$ cat src/rtl/imem_loader_pkg.sv
`default_nettype none
// ============================================================================
//  Module      : imem_loader_pkg
//  Description : Shared types and constants for the instruction-memory loader.
//  Revision    : 1.0
// ============================================================================
package imem_loader_pkg;

    typedef enum logic [2:0] {
        ST_IDLE    = 3'd0,
        ST_HDR_PC  = 3'd1,
        ST_HDR_LEN = 3'd2,
        ST_LOAD    = 3'd3,
        ST_FLUSH   = 3'd4,
        ST_DONE    = 3'd5,
        ST_ERROR   = 3'd6
    } state_t;

    localparam int c_BYTES_PER_WORD = 4;

    // Position of each header word at the start of the byte stream
    localparam int c_HDR_PC_IDX  = 0;
    localparam int c_HDR_LEN_IDX = 1;

endpackage
`default_nettype wire

$ cat src/rtl/imem_loader_if.sv
`default_nettype none
// ============================================================================
//  Module      : imem_loader_if
//  Description : Byte-stream input and instruction-memory write port bundle.
//  Revision    : 1.0
// ============================================================================
interface imem_loader_if;
    logic        InValid;
    logic [7:0]  InData;
    logic        InReady;
    logic        IMemWrEn;
    logic [31:0] IMemWrAddr;
    logic [31:0] IMemWrData;

    // master: stream source / memory side; slave: the loader
    modport master (
        output InValid, InData,
        input  InReady, IMemWrEn, IMemWrAddr, IMemWrData
    );
    modport slave (
        input  InValid, InData,
        output InReady, IMemWrEn, IMemWrAddr, IMemWrData
    );
endinterface
`default_nettype wire

$ cat src/rtl/imem_loader_byte_word_assembler.sv
`default_nettype none
// ============================================================================
//  Module      : byte_word_assembler
//  Description : Packs MSB-first bytes into 32-bit words, flags each 4th byte.
//  Revision    : 1.0
// ============================================================================
module byte_word_assembler
    import imem_loader_pkg::*;
(
    input  wire logic        CLK,
    input  wire logic        Reset_L,
    input  wire logic        clear,
    input  wire logic        byte_valid,
    input  wire logic [7:0]  byte_data,
    output logic             word_valid,
    output logic [31:0]      word_data
);

    localparam logic [1:0] c_LAST_BYTE = 2'(c_BYTES_PER_WORD - 1);

    // Only the first three bytes need storage; the 4th is used as it arrives
    // so the word is available on the same edge that accepts it.
    logic [23:0] r_shift;
    logic [1:0]  r_cnt;

    always_ff @(posedge CLK or negedge Reset_L) begin
        if (!Reset_L) begin
            r_shift <= 24'd0;
            r_cnt   <= 2'd0;
        end else if (clear) begin
            r_cnt   <= 2'd0;
        end else if (byte_valid) begin
            r_shift <= {r_shift[15:0], byte_data};
            r_cnt   <= r_cnt + 2'd1;
        end
    end

    assign word_valid = byte_valid && (r_cnt == c_LAST_BYTE);
    assign word_data  = {r_shift, byte_data};

endmodule
`default_nettype wire

$ cat src/rtl/imem_loader.sv
`default_nettype none
// ============================================================================
//  Module      : imem_loader
//  Description : Boot loader writing a header-framed byte stream into IMEM.
//  Revision    : 1.0
// ============================================================================
module imem_loader
    import imem_loader_pkg::*;
#(
    parameter int ADDR_WIDTH = 8
) (
    input  wire logic     CLK,
    input  wire logic     Reset_L,
    input  wire logic     Start,
    imem_loader_if.slave  bus,
    output logic          ProcReset_L,
    output logic [31:0]   StartPC,
    output logic          Busy,
    output logic          Done,
    output logic          Error
);

    localparam logic [32:0] c_MAX_WORDS = 33'd1 << ADDR_WIDTH;

    state_t                  r_state, w_state_next;
    logic [31:0]             r_start_pc;
    logic [31:0]             r_addr;
    logic [ADDR_WIDTH-1:0]   r_word_cnt;
    logic [ADDR_WIDTH-1:0]   r_last_idx;
    logic                    r_wr_en;
    logic [31:0]             r_wr_addr;
    logic [31:0]             r_wr_data;

    logic                    w_asm_clr, w_latch_pc, w_latch_len, w_write;
    logic                    w_in_ready, w_busy, w_done, w_error, w_proc_run;
    logic                    w_word_valid;
    logic [31:0]             w_word;

    byte_word_assembler u_asm (
        .CLK        (CLK),
        .Reset_L    (Reset_L),
        .clear      (w_asm_clr),
        .byte_valid (bus.InValid && w_in_ready),
        .byte_data  (bus.InData),
        .word_valid (w_word_valid),
        .word_data  (w_word)
    );

    always_ff @(posedge CLK or negedge Reset_L) begin
        if (!Reset_L) r_state <= ST_IDLE;
        else          r_state <= w_state_next;
    end

    always_comb begin
        w_state_next = r_state;
        w_asm_clr    = 1'b0;
        w_latch_pc   = 1'b0;
        w_latch_len  = 1'b0;
        w_write      = 1'b0;
        w_in_ready   = 1'b0;
        w_busy       = 1'b0;
        w_done       = 1'b0;
        w_error      = 1'b0;
        w_proc_run   = 1'b0;
        case (r_state)
            ST_IDLE, ST_DONE, ST_ERROR: begin
                w_done     = (r_state == ST_DONE);
                w_proc_run = (r_state == ST_DONE);
                w_error    = (r_state == ST_ERROR);
                if (Start) begin
                    w_state_next = ST_HDR_PC;
                    w_asm_clr    = 1'b1;
                end
            end
            ST_HDR_PC: begin
                w_in_ready = 1'b1;
                w_busy     = 1'b1;
                if (w_word_valid) begin
                    w_latch_pc   = 1'b1;
                    w_state_next = (w_word[1:0] != 2'b00) ? ST_ERROR : ST_HDR_LEN;
                end
            end
            ST_HDR_LEN: begin
                w_in_ready = 1'b1;
                w_busy     = 1'b1;
                if (w_word_valid) begin
                    if (w_word == 32'd0) begin
                        w_state_next = ST_FLUSH;
                    end else if ({1'b0, w_word} > c_MAX_WORDS) begin
                        w_state_next = ST_ERROR;
                    end else begin
                        w_latch_len  = 1'b1;
                        w_state_next = ST_LOAD;
                    end
                end
            end
            ST_LOAD: begin
                w_in_ready = 1'b1;
                w_busy     = 1'b1;
                if (w_word_valid) begin
                    w_write = 1'b1;
                    if (r_word_cnt == r_last_idx) w_state_next = ST_FLUSH;
                end
            end
            ST_FLUSH: begin
                w_busy       = 1'b1;
                w_state_next = ST_DONE;
            end
            default: w_state_next = ST_IDLE;
        endcase
    end

    // N is stored as N-1 so a full 2**ADDR_WIDTH load fits the counter width
    always_ff @(posedge CLK or negedge Reset_L) begin
        if (!Reset_L) begin
            r_start_pc <= 32'd0;
            r_addr     <= 32'd0;
            r_word_cnt <= '0;
            r_last_idx <= '0;
            r_wr_en    <= 1'b0;
            r_wr_addr  <= 32'd0;
            r_wr_data  <= 32'd0;
        end else begin
            r_wr_en <= w_write;
            if (w_latch_pc) r_start_pc <= w_word;
            if (w_latch_len) begin
                r_addr     <= r_start_pc;
                r_word_cnt <= '0;
                r_last_idx <= ADDR_WIDTH'(w_word - 32'd1);
            end
            if (w_write) begin
                r_wr_addr  <= r_addr;
                r_wr_data  <= w_word;
                r_addr     <= r_addr + 32'(c_BYTES_PER_WORD);
                r_word_cnt <= r_word_cnt + ADDR_WIDTH'(1);
            end
        end
    end

    assign bus.InReady    = w_in_ready;
    assign bus.IMemWrEn   = r_wr_en;
    assign bus.IMemWrAddr = r_wr_addr;
    assign bus.IMemWrData = r_wr_data;
    assign ProcReset_L    = w_proc_run;
    assign StartPC        = r_start_pc;
    assign Busy           = w_busy;
    assign Done           = w_done;
    assign Error          = w_error;

endmodule
`default_nettype wire

$ cat src/flat_wrapper.sv
// flat-port wrapper written by rule: the top's interface ports become plain ports
module imem_loader_flat import imem_loader_pkg::*;
#(
    parameter int ADDR_WIDTH = 8
)
  (CLK, Reset_L, Start, ProcReset_L, StartPC, Busy, Done, Error, bus_InValid, bus_InData, bus_InReady, bus_IMemWrEn, bus_IMemWrAddr, bus_IMemWrData);
  imem_loader_if bus_i ();
  input  wire logic CLK;
  input  wire logic Reset_L;
  input  wire logic Start;
  output logic ProcReset_L;
  output logic [31:0] StartPC;
  output logic Busy;
  output logic Done;
  output logic Error;
  input wire logic [$bits(bus_i.InValid)-1:0] bus_InValid;
  input wire logic [$bits(bus_i.InData)-1:0] bus_InData;
  output wire logic [$bits(bus_i.InReady)-1:0] bus_InReady;
  output wire logic [$bits(bus_i.IMemWrEn)-1:0] bus_IMemWrEn;
  output wire logic [$bits(bus_i.IMemWrAddr)-1:0] bus_IMemWrAddr;
  output wire logic [$bits(bus_i.IMemWrData)-1:0] bus_IMemWrData;
  assign bus_i.InValid = bus_InValid;
  assign bus_i.InData = bus_InData;
  assign bus_InReady = bus_i.InReady;
  assign bus_IMemWrEn = bus_i.IMemWrEn;
  assign bus_IMemWrAddr = bus_i.IMemWrAddr;
  assign bus_IMemWrData = bus_i.IMemWrData;
  imem_loader #(.ADDR_WIDTH(ADDR_WIDTH)) u_core (.CLK(CLK), .Reset_L(Reset_L), .Start(Start), .bus(bus_i), .ProcReset_L(ProcReset_L), .StartPC(StartPC), .Busy(Busy), .Done(Done), .Error(Error));
endmodule
$ cat config.mk
export PLATFORM = sky130hd
export DESIGN_NAME = imem_loader_flat
export DESIGN_NICKNAME = d
export VERILOG_FILES = /design/src/rtl/imem_loader_pkg.sv /design/src/rtl/imem_loader_if.sv /design/src/rtl/imem_loader_byte_word_assembler.sv /design/src/rtl/imem_loader.sv /design/src/flat_wrapper.sv
export SDC_FILE = /design/constraint.sdc
export NUM_CORES = 1
export LEC_CHECK = 0
export ABC_AREA = 1
export ABC_CLOCK_PERIOD_IN_PS = 1800
export CAP_MARGIN = 30
export CORE_MARGIN = 2
export CORE_UTILIZATION = 45
export DETAILED_ROUTE_END_ITERATION = 10
export PLACE_DENSITY = 0.68
export REMOVE_ABC_BUFFERS = 1
export SLEW_MARGIN = 25
export SYNTH_ARGS = -nofsm -noshare
export SYNTH_HDL_FRONTEND = slang
export SYNTH_SLANG_ARGS = --single-unit
$ cat constraint.sdc
create_clock -name CLK -period 1.8 [get_ports CLK]
set_input_delay 0.36 -clock CLK [delete_from_list [all_inputs] [get_ports CLK]]
set_output_delay 0.36 -clock CLK [all_outputs]
set_load 0.01 [all_outputs]
* Word level (Yosys, flattened, before mapping) *
Index checks and enable logic that the tools add are counted.

word-level totals
  flip-flop bits (word level) = 174
  bits in latches = 0
  bits in writable memories = 0
  memory bits (read-only) = 0
  input port bits = 12
  word-level logic and storage cells = 69
  memories kept = 0

operators by class
  $add $sub $neg = 4
  multiply operators = 0
  div/mod/pow operators = 0
  magnitude comparators = 1
  eq/ne operators = 13
  shift-type cells = 0
  muxes and demuxes = 28
  bitwise gates (word level) = 1
  reductions and logical operators = 12

operators by type and width
  operator               count
  $mux 32                2
  $add 32x3->32 const B  1
  $gt 32x9->1 const B    1
  $logic_not 32->1       1
  $mux 3                 8
  $mux 8                 2
  $pmux 3 s5             1
  $mux 1                 13
  $eq 3x3->1 const B     3
  $add 8x1->8 const B    1
  $eq 8x8->1             1
  $ne 2x2->1 const B     4
  $sub 8x1->8 const B    1
  $eq 3x2->1 const B     2
  $reduce_bool 2->1      3
  $reduce_or 3->1        2
  $reduce_and 5->1       1
  $mux 2                 2
  $reduce_or 4->1        1
  $eq 3x1->1 const B     1
  $logic_not 3->1        1
  $add 2x1->2 const B    1
  $eq 2x2->1 const B     1
  $logic_and 1x1->1      2
  other kinds (3)        3

* Longest topological paths before layout *
Gate-level depths: netlist (run 1).

  depth in word-level cells = 9
  depth in mapped cells = 12
  depth with buffers taken out = 12

* By module *
A second synthesis (run 1) with hierarchy kept.

second synthesis, totals
  cells, all modules = 1,092
  area, all modules = 8,411.8 µm²

by module, submodules not included
  module               instances  cells each  area an instance (µm²)  seq. area each (µm²)
  imem_loader          1          966         7,283.2                 3,703.6
  byte_word_assembler  1          126         1,128.6                 650.6

* Least setup slack after synthesis (run 1) *
OpenSTA, ideal clock, no wires.

  path type = input to register
  from = input port bus_InData[0]
  to = register u_core.r_addr[20]
  library setup time = 124 ps
  data arrival time = 1,603 ps
  required time = 1,676 ps
  setup slack = 73 ps
  stages = 10
  buffers on the path = 1
  cell sequence = inv_1 ha_1 nand3_1 nor2_2 nor2_1 nor2_2 nand4_4 buf_2 nand2_1 nand3_1

on the way
  longest elaborated chain between the ends = 6

ends and longest elaborated chain
  item                                    line                RTL
  start: declaration                      flat_wrapper.sv:17  input wire logic [$bits(bus_i.InData)-1:0] bus_InData;
  $gt 32x9->1                             imem_loader.sv:89   end else if ({1'b0, w_word} > c_MAX_WORDS) begin
  $mux 1                                  imem_loader.sv:89
  $mux 1 (*)                              imem_loader.sv:87   if (w_word == 32'd0) begin
  $mux 1 (*)                              imem_loader.sv:86   if (w_word_valid) begin
  $mux 1 (*)                              imem_loader.sv:65   case (r_state)
  $reduce_bool 2->1 (no source line) (*)  --
  end signal: assignment                  imem_loader.sv:127  r_addr <= r_start_pc;
  end signal: assignment                  imem_loader.sv:134  r_addr <= r_addr + 32'(c_BYTES_PER_WORD);
  end: declaration                        imem_loader.sv:27   logic [31:0] r_addr;

Every way passes the cells marked *; elsewhere a longest branch is shown, timed or not.
A chain may end at the register's enable or synchronous reset.

* Worst setup path in the final report (run 1) *
  from = register u_core.r_state[0]
  to = register u_core.r_addr[18]

on the way
  longest elaborated chain between the ends = 8

ends and longest elaborated chain
  item                                          line                                   RTL
  start: declaration                            imem_loader.sv:25                      state_t r_state, w_state_next;
  start signal: assignment                      imem_loader.sv:51                      else r_state <= w_state_next;
  $eq 3x1->1 or $eq 3x2->1 (tied branches)      imem_loader.sv:65
  $reduce_or 3->1 (no source line)              --
  $mux 1                                        imem_loader.sv:65
  $logic_and 1x1->1                             imem_loader.sv:43                      .byte_valid (bus.InValid && w_in_ready),
  $logic_and 1x1->1                             imem_loader_byte_word_assembler.sv:38  assign word_valid = byte_valid && (r_cnt == c_LAST_BYTE);
  $mux 1, on equally long branches              imem_loader.sv:100, imem_loader.sv:86
  $mux 1                                        imem_loader.sv:65
  $mux 32 or $reduce_bool 2->1 (tied branches)  --

Parallel ways exist; a longest one is shown, timed or not.

==> results.json, run 1 <==
{
  "power.leakage_nw": 5.59,
  "bufs_on_longest_clock_path": 2,
  "syn_area_per_cell_um2": 7.73,
  "grt-ovfl-total": 0,
  "synth_edf_count": 0,
  "preCtsSetupSlack_ps": -447,
  "synth.cell_area_um2": 8300,
  "timing.reg2reg.setup_slack_ps": -4,
  "die_w_um": 140,
  "timing.fmax_ghz": 0.554,
  "ir_worst_vdd_mv": 0.714,
  "wl_um": 23000,
  "crit_path_max_fanout": 7,
  "number_of_input_and_output_port_buffers_inserted": 113,
  "timing.final.ws_setup_ps": -3.57,
  "worst_slew_pin_slew_ps": 466,
  "cts.reportedPaths.clkPinSlew_ps": 70,
  "fin_worst_hold_slack_ps": 268,
  "tritoncts_num_sinks": 174,
  "synth_warn": 0,
  "final_period_minus_worst_setup_slack_ps": 1800,
  "detail_route.vias_per_cell": 5.02,
  "postSynthRegisterBits": 174,
  "firstDrtPassIters": 5,
  "max_slew_margin_pct": 68.9,
  "power.share.sequential_pct": 40.4,
  "synthCells": 1074,
  "criticalPathCategory": "register to register",
  "synth.most_common_cell": "sky130_fd_sc_hd__nand2_1",
  "end_kind": "register",
  "synth_largest_area_cell": "sky130_fd_sc_hd__dfrtp_1",
  "filler_cell_count": 1578,
  "netlist_top_cells_area": "sky130_fd_sc_hd__dfrtp_1 (52%), sky130_fd_sc_hd__nand2_1 (19%), sky130_fd_sc_hd__o21ai_0 (7.5%), sky130_fd_sc_hd__nand3_1 (4.8%), sky130_fd_sc_hd__nor2_1 (4.3%)",
  "failed_checks": "setup timing",
  "async_flop_share_pct": 100,
  "post_synth_cell_types": 32,
  "io_pins": 114,
  "power.density_cell_area_nw_per_um2": 1120,
  "cts_buffers": 17,
  "final.setup_skew_ps": 10.7,
  "largest_net_degree_at_the_start_of_global_routing": 57,
  "r2r-start": "u_core.r_state[0]",
  "rsz0062_at_grt": "yes",
  "dr.first_iter.drc_count": 644,
  "dr_total_vias": 7619,
  "totalPowerFinal_mw": 12.8,
  "fin_setup_tns_ps": -6.47,
  "netlist.area_leader.share_pct": 52.5,
  "finalWeightedCongestion": 0.904,
  "switchingPower_mw": 4.19,
  "die_height_um": 140,
  "design_area_um2": 11400,
  "min_period_over_period_pct": 100,
  "placed_area_um2": 10200,
  "ys.flop_type": "sky130_fd_sc_hd__dfrtp_1",
  "area_delta_synth_final_pct": 37.7,
  "clock_insertion_delay_worst_skew_ps": 430,
  "avgRoutedWirePerCell_um": 15.2,
  "power.share.switching_pct": 32.6,
  "drive_above_1_share_pct": 18.4,
  "critPathLaunchType": "register",
  "cts_tree": "yes",
  "remaining_drc_errors": 0,
  "clock-root-buffer": "sky130_fd_sc_hd__clkbuf_16",
  "die_area_um2": 19500,
  "ant_nets": 0,
  "core_region_area_um2": 18000,
  "run_status": "finished with violations",
  "antenna_found_initial": 0,
  "global_route_wire_length_before_repair_um": 35900,
  "timing.critical_path.arrival_ps": 2170,
  "insertedDiodeCount": 0,
  "holdCritStartpoint": "bus_InData[0]",
  "seq_area_frac_synth_pct": 52.5,
  "dp.final_hpwl_um": 16000,
  "holdCritPathClass": "input port to register",
  "comb_power_share_pct": 29.5,
  "placement_rows": 49,
  "p_int_mw": 8.65,
  "p_clk_share_pct": 30.1,
  "floorplan.initialDensity_pct": 46.0,
  "cts_max_level": 4,
  "report.final.hold_viol_count": 0,
  "groute.usage.overall_pct": 23.0,
  "setup_viol": 3,
  "crit_path_start": "u_core.r_state[0]",
  "first_global_vias": 7074,
  "maxCapViolCount": 0,
  "synth_top_cells_by_count": "sky130_fd_sc_hd__nand2_1 (413), sky130_fd_sc_hd__dfrtp_1 (174), sky130_fd_sc_hd__o21ai_0 (124), sky130_fd_sc_hd__nor2_1 (95), sky130_fd_sc_hd__inv_1 (82)",
  "design.final.nets": 1292,
  "final-max-slew-violation-count": 0,
  "critical_path_required_ps": 2170
}
[power groups by stage]
stage               clock, mW  sequential (mW)  combinational (mW)
CTS                      3.90             5.16                3.33
global placement            0             5.22                3.23
global route             4.07             5.26                4.20
floorplan                   0             5.27                1.43
detailed placement          0             5.23                3.29
finish                   3.86             5.19                3.79
[metrics by stage]
stage	utilization [%]	std cells
floorplan	-	1030
global placement	56.7	1451
detailed placement	56.7	1451
CTS	60.2	1486
global route	63.4	1517
finish	63.4	1517
[cells by family after synthesis]
kind of cell             count (synthesis)  share of synthesized area, %
buffers and inverters                  130                          6.35
AND/OR/NAND/NOR                        604                          29.5
XOR/XNOR                                23                          2.43
AO/OA/AOI/OAI                          138                          8.52
adder cells (fa/ha/maj)                  5                         0.754
flip-flops                             174                          52.5
[final cells by class]
cell class | instances | area [um2] | area share, %
Tap cell | 229 | 287 | 2.51
Inverter | 86 | 327 | 2.86
Clock inverter | 13 | 163 | 1.42
Clock buffer | 19 | 453 | 3.96
Timing Repair Buffer | 226 | 2200 | 19.3
Multi-Input combinational cell | 770 | 3640 | 31.8
Sequential cell | 174 | 4360 | 38.1
[path summary, 6_finish.rpt]
| path | cells past startpoint | endpoint |
|---|---|---|
| worst max register to register | 11 | u_core.r_addr[18] |
| worst min-delay path | 3 | u_core.r_last_idx[0] |
| worst min register to register | 2 | u_core.bus.IMemWrAddr[6] |
| max in group asynchronous | 3 | u_core.u_asm.r_shift[16] |
| worst max-delay path | 11 | u_core.r_addr[18] |
| min in group asynchronous | 2 | u_core.bus.IMemWrAddr[18] |
[routing by layer]
| layer | GRT usage [%] | wire (um) | vias up |
|---|---|---|---|
| met5 | 0 | 0 | - |
| met4 | 7.05 | 498 | 0 |
| met3 | 4.27 | 1000 | 37 |
| met2 | 37.7 | 11200 | 189 |
| met1 | 31.4 | 10300 | 3613 |
| li1 | - | - | 3780 |
[worst max-delay path, cell delays in order (launching register included)]
cell,delay (ps)
sky130_fd_sc_hd__dfrtp_1,400
sky130_fd_sc_hd__inv_2,90
sky130_fd_sc_hd__a21oi_4,210
sky130_fd_sc_hd__buf_6,130
sky130_fd_sc_hd__nand2_4,50
sky130_fd_sc_hd__nor2_4,180
sky130_fd_sc_hd__nand4_4,130
sky130_fd_sc_hd__buf_12,180
sky130_fd_sc_hd__nand2_8,100
sky130_fd_sc_hd__clkbuf_16,170
sky130_fd_sc_hd__nand2_2,40
sky130_fd_sc_hd__nand2_1,50
[flip-flops by register name, summed over array words and instances (netlist names)]
name,count
u_core.u_asm.r_shift,24
u_core.bus.IMemWrAddr,32
u_core.bus.IMemWrData,32
u_core.bus.IMemWrEn,1
u_core.r_addr,32
u_core.r_last_idx,8
u_core.u_asm.r_cnt,2
u_core.StartPC,32
u_core.r_state,3
u_core.r_word_cnt,8
[cell usage in the layout (no fill, tap or decap), types with 3 or more instances in the layout]
master / netlist / final
sky130_fd_sc_hd__xnor2_1: 9 / 9
sky130_fd_sc_hd__inv_1: 82 / 78
sky130_fd_sc_hd__xor2_1: 14 / 14
sky130_fd_sc_hd__nand2_1: 413 / 373
sky130_fd_sc_hd__buf_4: 2 / 90
sky130_fd_sc_hd__nor2_2: 3 / 20
sky130_fd_sc_hd__nand2_4: 2 / 5
sky130_fd_sc_hd__dlymetal6s2s_1: 0 / 5
sky130_fd_sc_hd__clkbuf_16: 0 / 21
sky130_fd_sc_hd__o21ai_0: 124 / 119
sky130_fd_sc_hd__nor2_4: 1 / 3
sky130_fd_sc_hd__ha_1: 5 / 3
sky130_fd_sc_hd__nor3_1: 3 / 3
sky130_fd_sc_hd__nand3_1: 79 / 77
sky130_fd_sc_hd__dfrtp_1: 174 / 173
sky130_fd_sc_hd__clkinvlp_4: 0 / 4
sky130_fd_sc_hd__buf_12: 0 / 9
sky130_fd_sc_hd__buf_6: 2 / 8
sky130_fd_sc_hd__clkinv_2: 0 / 3
sky130_fd_sc_hd__nand2_2: 1 / 37
sky130_fd_sc_hd__nor2_1: 95 / 76
sky130_fd_sc_hd__o21ai_1: 4 / 8
sky130_fd_sc_hd__inv_2: 3 / 7
sky130_fd_sc_hd__clkdlybuf4s50_1: 0 / 102
sky130_fd_sc_hd__bufinv_16: 0 / 3
sky130_fd_sc_hd__a21oi_1: 7 / 7
sky130_fd_sc_hd__buf_8: 0 / 3
sky130_fd_sc_hd__or2_2: 3 / 3
[timing repair]
action	4_1_cts	5_1_grt
endpoints found under the hold margin	37	0
cloned	0	4
pin swaps	0	8
gates resized for setup	16	103
buffers inserted	2	27
endpoints found under the setup margin	8	94
hold buffers	1	0
(Power assumes the default switching activity.)
==> inputs of run 2 (changes only) <==
--- a/config.mk
+++ b/config.mk
@@ -9,9 +9,8 @@
 export ABC_CLOCK_PERIOD_IN_PS = 1800
 export CAP_MARGIN = 30
 export CORE_MARGIN = 2
-export CORE_UTILIZATION = 45
+export CORE_UTILIZATION = 40
 export DETAILED_ROUTE_END_ITERATION = 10
-export PLACE_DENSITY = 0.68
 export REMOVE_ABC_BUFFERS = 1
 export SLEW_MARGIN = 25
 export SYNTH_ARGS = -nofsm -noshare
==> results.json, run 2 (synthesis results as in run 1) <==
{
  "wl_um": 22400,
  "rsz0062_at_grt": "yes",
  "dr.first_iter.drc_count": 439,
  "totalPowerFinal_mw": 12.5,
  "global_route_wire_length_before_repair_um": 36200,
  "holdCritPathClass": "input port to async pin",
  "timing.fmax_ghz": 0.554,
  "groute.usage.overall_pct": 20.8,
  "floorplan.initialDensity_pct": 40.9,
  "critPathLaunchType": "register",
  "multiInputGateArea_um2": 3500,
  "cts_max_level": 4,
  "final.setup_skew_ps": 9.44,
  "min_period_over_period_pct": 100,
  "area_delta_synth_final_pct": 35.0,
  "core_region_area_um2": 20300,
  "placement_rows": 52,
  "criticalPathCategory": "register to primary output",
  "antenna_found_initial": 0,
  "run_status": "finished with violations",
  "power.density_cell_area_nw_per_um2": 1120,
  "io_pins": 114,
  "design.final.nets": 1275,
  "cts_tree": "yes",
  "first_global_vias": 7072,
  "filler_cell_count": 1967,
  "timing.final.ws_setup_ps": -5.10,
  "setup_viol": 2,
  "finalWeightedCongestion": 0.858,
  "end_kind": "primary output",
  "number_of_input_and_output_port_buffers_inserted": 113,
  "tritoncts_num_sinks": 174,
  "ff_latch_area_um2": 4360,
  "remaining_drc_errors": 0,
  "clock-root-buffer": "sky130_fd_sc_hd__clkbuf_16",
  "critical_path_required_ps": 1440,
  "final-max-slew-violation-count": 0,
  "power.leakage_nw": 5.40,
  "final_period_minus_worst_setup_slack_ps": 1810,
  "crit_path_max_fanout": 4,
  "maxCapViolCount": 0,
  "drive_above_1_share_pct": 13.1,
  "cts_buffers": 17,
  "die_area_um2": 21900,
  "bufs_on_longest_clock_path": 2,
  "ir_worst_vdd_mv": 0.712,
  "ant_nets": 0,
  "firstDrtPassIters": 7,
  "die_height_um": 148,
  "fin_worst_hold_slack_ps": 425,
  "most_frequent_cells_in_the_layout": "sky130_fd_sc_hd__nand2_1 (408), sky130_fd_sc_hd__dfrtp_1 (172), sky130_fd_sc_hd__o21ai_0 (123), sky130_fd_sc_hd__clkdlybuf4s50_1 (104), sky130_fd_sc_hd__nor2_1 (85)",
  "dp.final_hpwl_um": 16400,
  "grt-ovfl-total": 0,
  "detail_route.vias_per_cell": 4.85,
  "max_slew_margin_pct": 68.1,
  "report.final.hold_viol_count": 0,
  "die_w_um": 148,
  "placed_cells": 1495,
  "timing.critical_path.arrival_ps": 1450,
  "clock_insertion_delay_worst_skew_ps": 420,
  "failed_checks": "setup timing",
  "preCtsSetupSlack_ps": -416,
  "cts.reportedPaths.clkPinSlew_ps": 60,
  "instances_no_fill": 1540,
  "worst_slew_pin_slew_ps": 479,
  "avgRoutedWirePerCell_um": 14.6,
  "largest_net_degree_at_the_start_of_global_routing": 61,
  "dr_total_vias": 7475,
  "insertedDiodeCount": 0,
  "layout_commonest_cell": "sky130_fd_sc_hd__nand2_1"
}
## run 2: cell types whose count changed in the layout (fill, tap and decap cells not counted), sizes merged, moves of 2 or more
cell	previous run	this run
clkinv	5	8
clkinvlp	4	0
clkbuf	25	23
dlymetal6s2s	5	3
buf	112	97
clkdlybuf4s50	102	104
## run 2: final timing paths
kind | endpoint | cells past startpoint | start | slack (ps)
worst max-delay path | Error | 4 | u_core.r_state[0] | -5
worst min-delay path | u_core.bus.IMemWrAddr[17] | 2 | Reset_L | 420
worst max register to register | u_core.r_addr[6] | 11 | u_core.r_state[1] | -5
worst min register to register | u_core.bus.IMemWrAddr[14] | 2 | u_core.bus.IMemWrAddr[14] | 480
max in group asynchronous | u_core.StartPC[3] | 3 | Reset_L | 780
min in group CLK | u_core.bus.IMemWrAddr[14] | 2 | u_core.bus.IMemWrAddr[14] | 480
## run 2: critical path: stages, from the launching register on
cell	delay, ps
sky130_fd_sc_hd__dfrtp_1	400
sky130_fd_sc_hd__inv_2	130
sky130_fd_sc_hd__nand2_1	120
sky130_fd_sc_hd__nor2_1	100
sky130_fd_sc_hd__dlygate4sd2_1	270
## run 2: repair_timing
action / 4_1_cts / 5_1_grt
hold buffers: 1 / 0
hold endpoints to repair: 36 / 0
endpoints found under the setup margin: 15 / 62
pin swaps: 1 / 10
gates resized for setup: 21 / 31
gates cloned: 0 / 2
buffers inserted: 7 / 4
## run 2: report_power, final
part           switching (mW)  internal [mW]  total [mW]
registers               0.552           4.60        5.15
clock network            1.54           2.18        3.72
logic                    1.96           1.72        3.68
## run 2: per-stage QoR
| step | utilization (%) | TNS [ps] | area, um2 |
|---|---|---|---|
| floorplan | - | -171810 | 8090 |
| global placement | 51.0 | -19120 | 10400 |
| detailed placement | 51.0 | -21840 | 10400 |
| CTS | 54.2 | 0 | 11000 |
| global route | 55.2 | -2670 | 11200 |
| finish | 55.2 | -10.1 | 11200 |
## run 2: area by class of cell
class / count / share of cell area [%]
Clock buffer: 21 / 4.29
Clock inverter: 10 / 0.994
Inverter: 86 / 2.88
Multi-Input combinational cell: 770 / 31.3
Sequential cell: 174 / 38.9
Tap cell: 270 / 3.02
Timing Repair Buffer: 209 / 18.6
## run 2: metal layers
metal	up-vias	routed length [um]	share of wire (%)	track usage, %
met5	-	0	0	0
met4	0	339	1.5	5.52
met3	22	915	4.1	3.55
met2	168	11000	49	34.4
met1	3540	10200	45	28.4
li1	3745	-	-	-
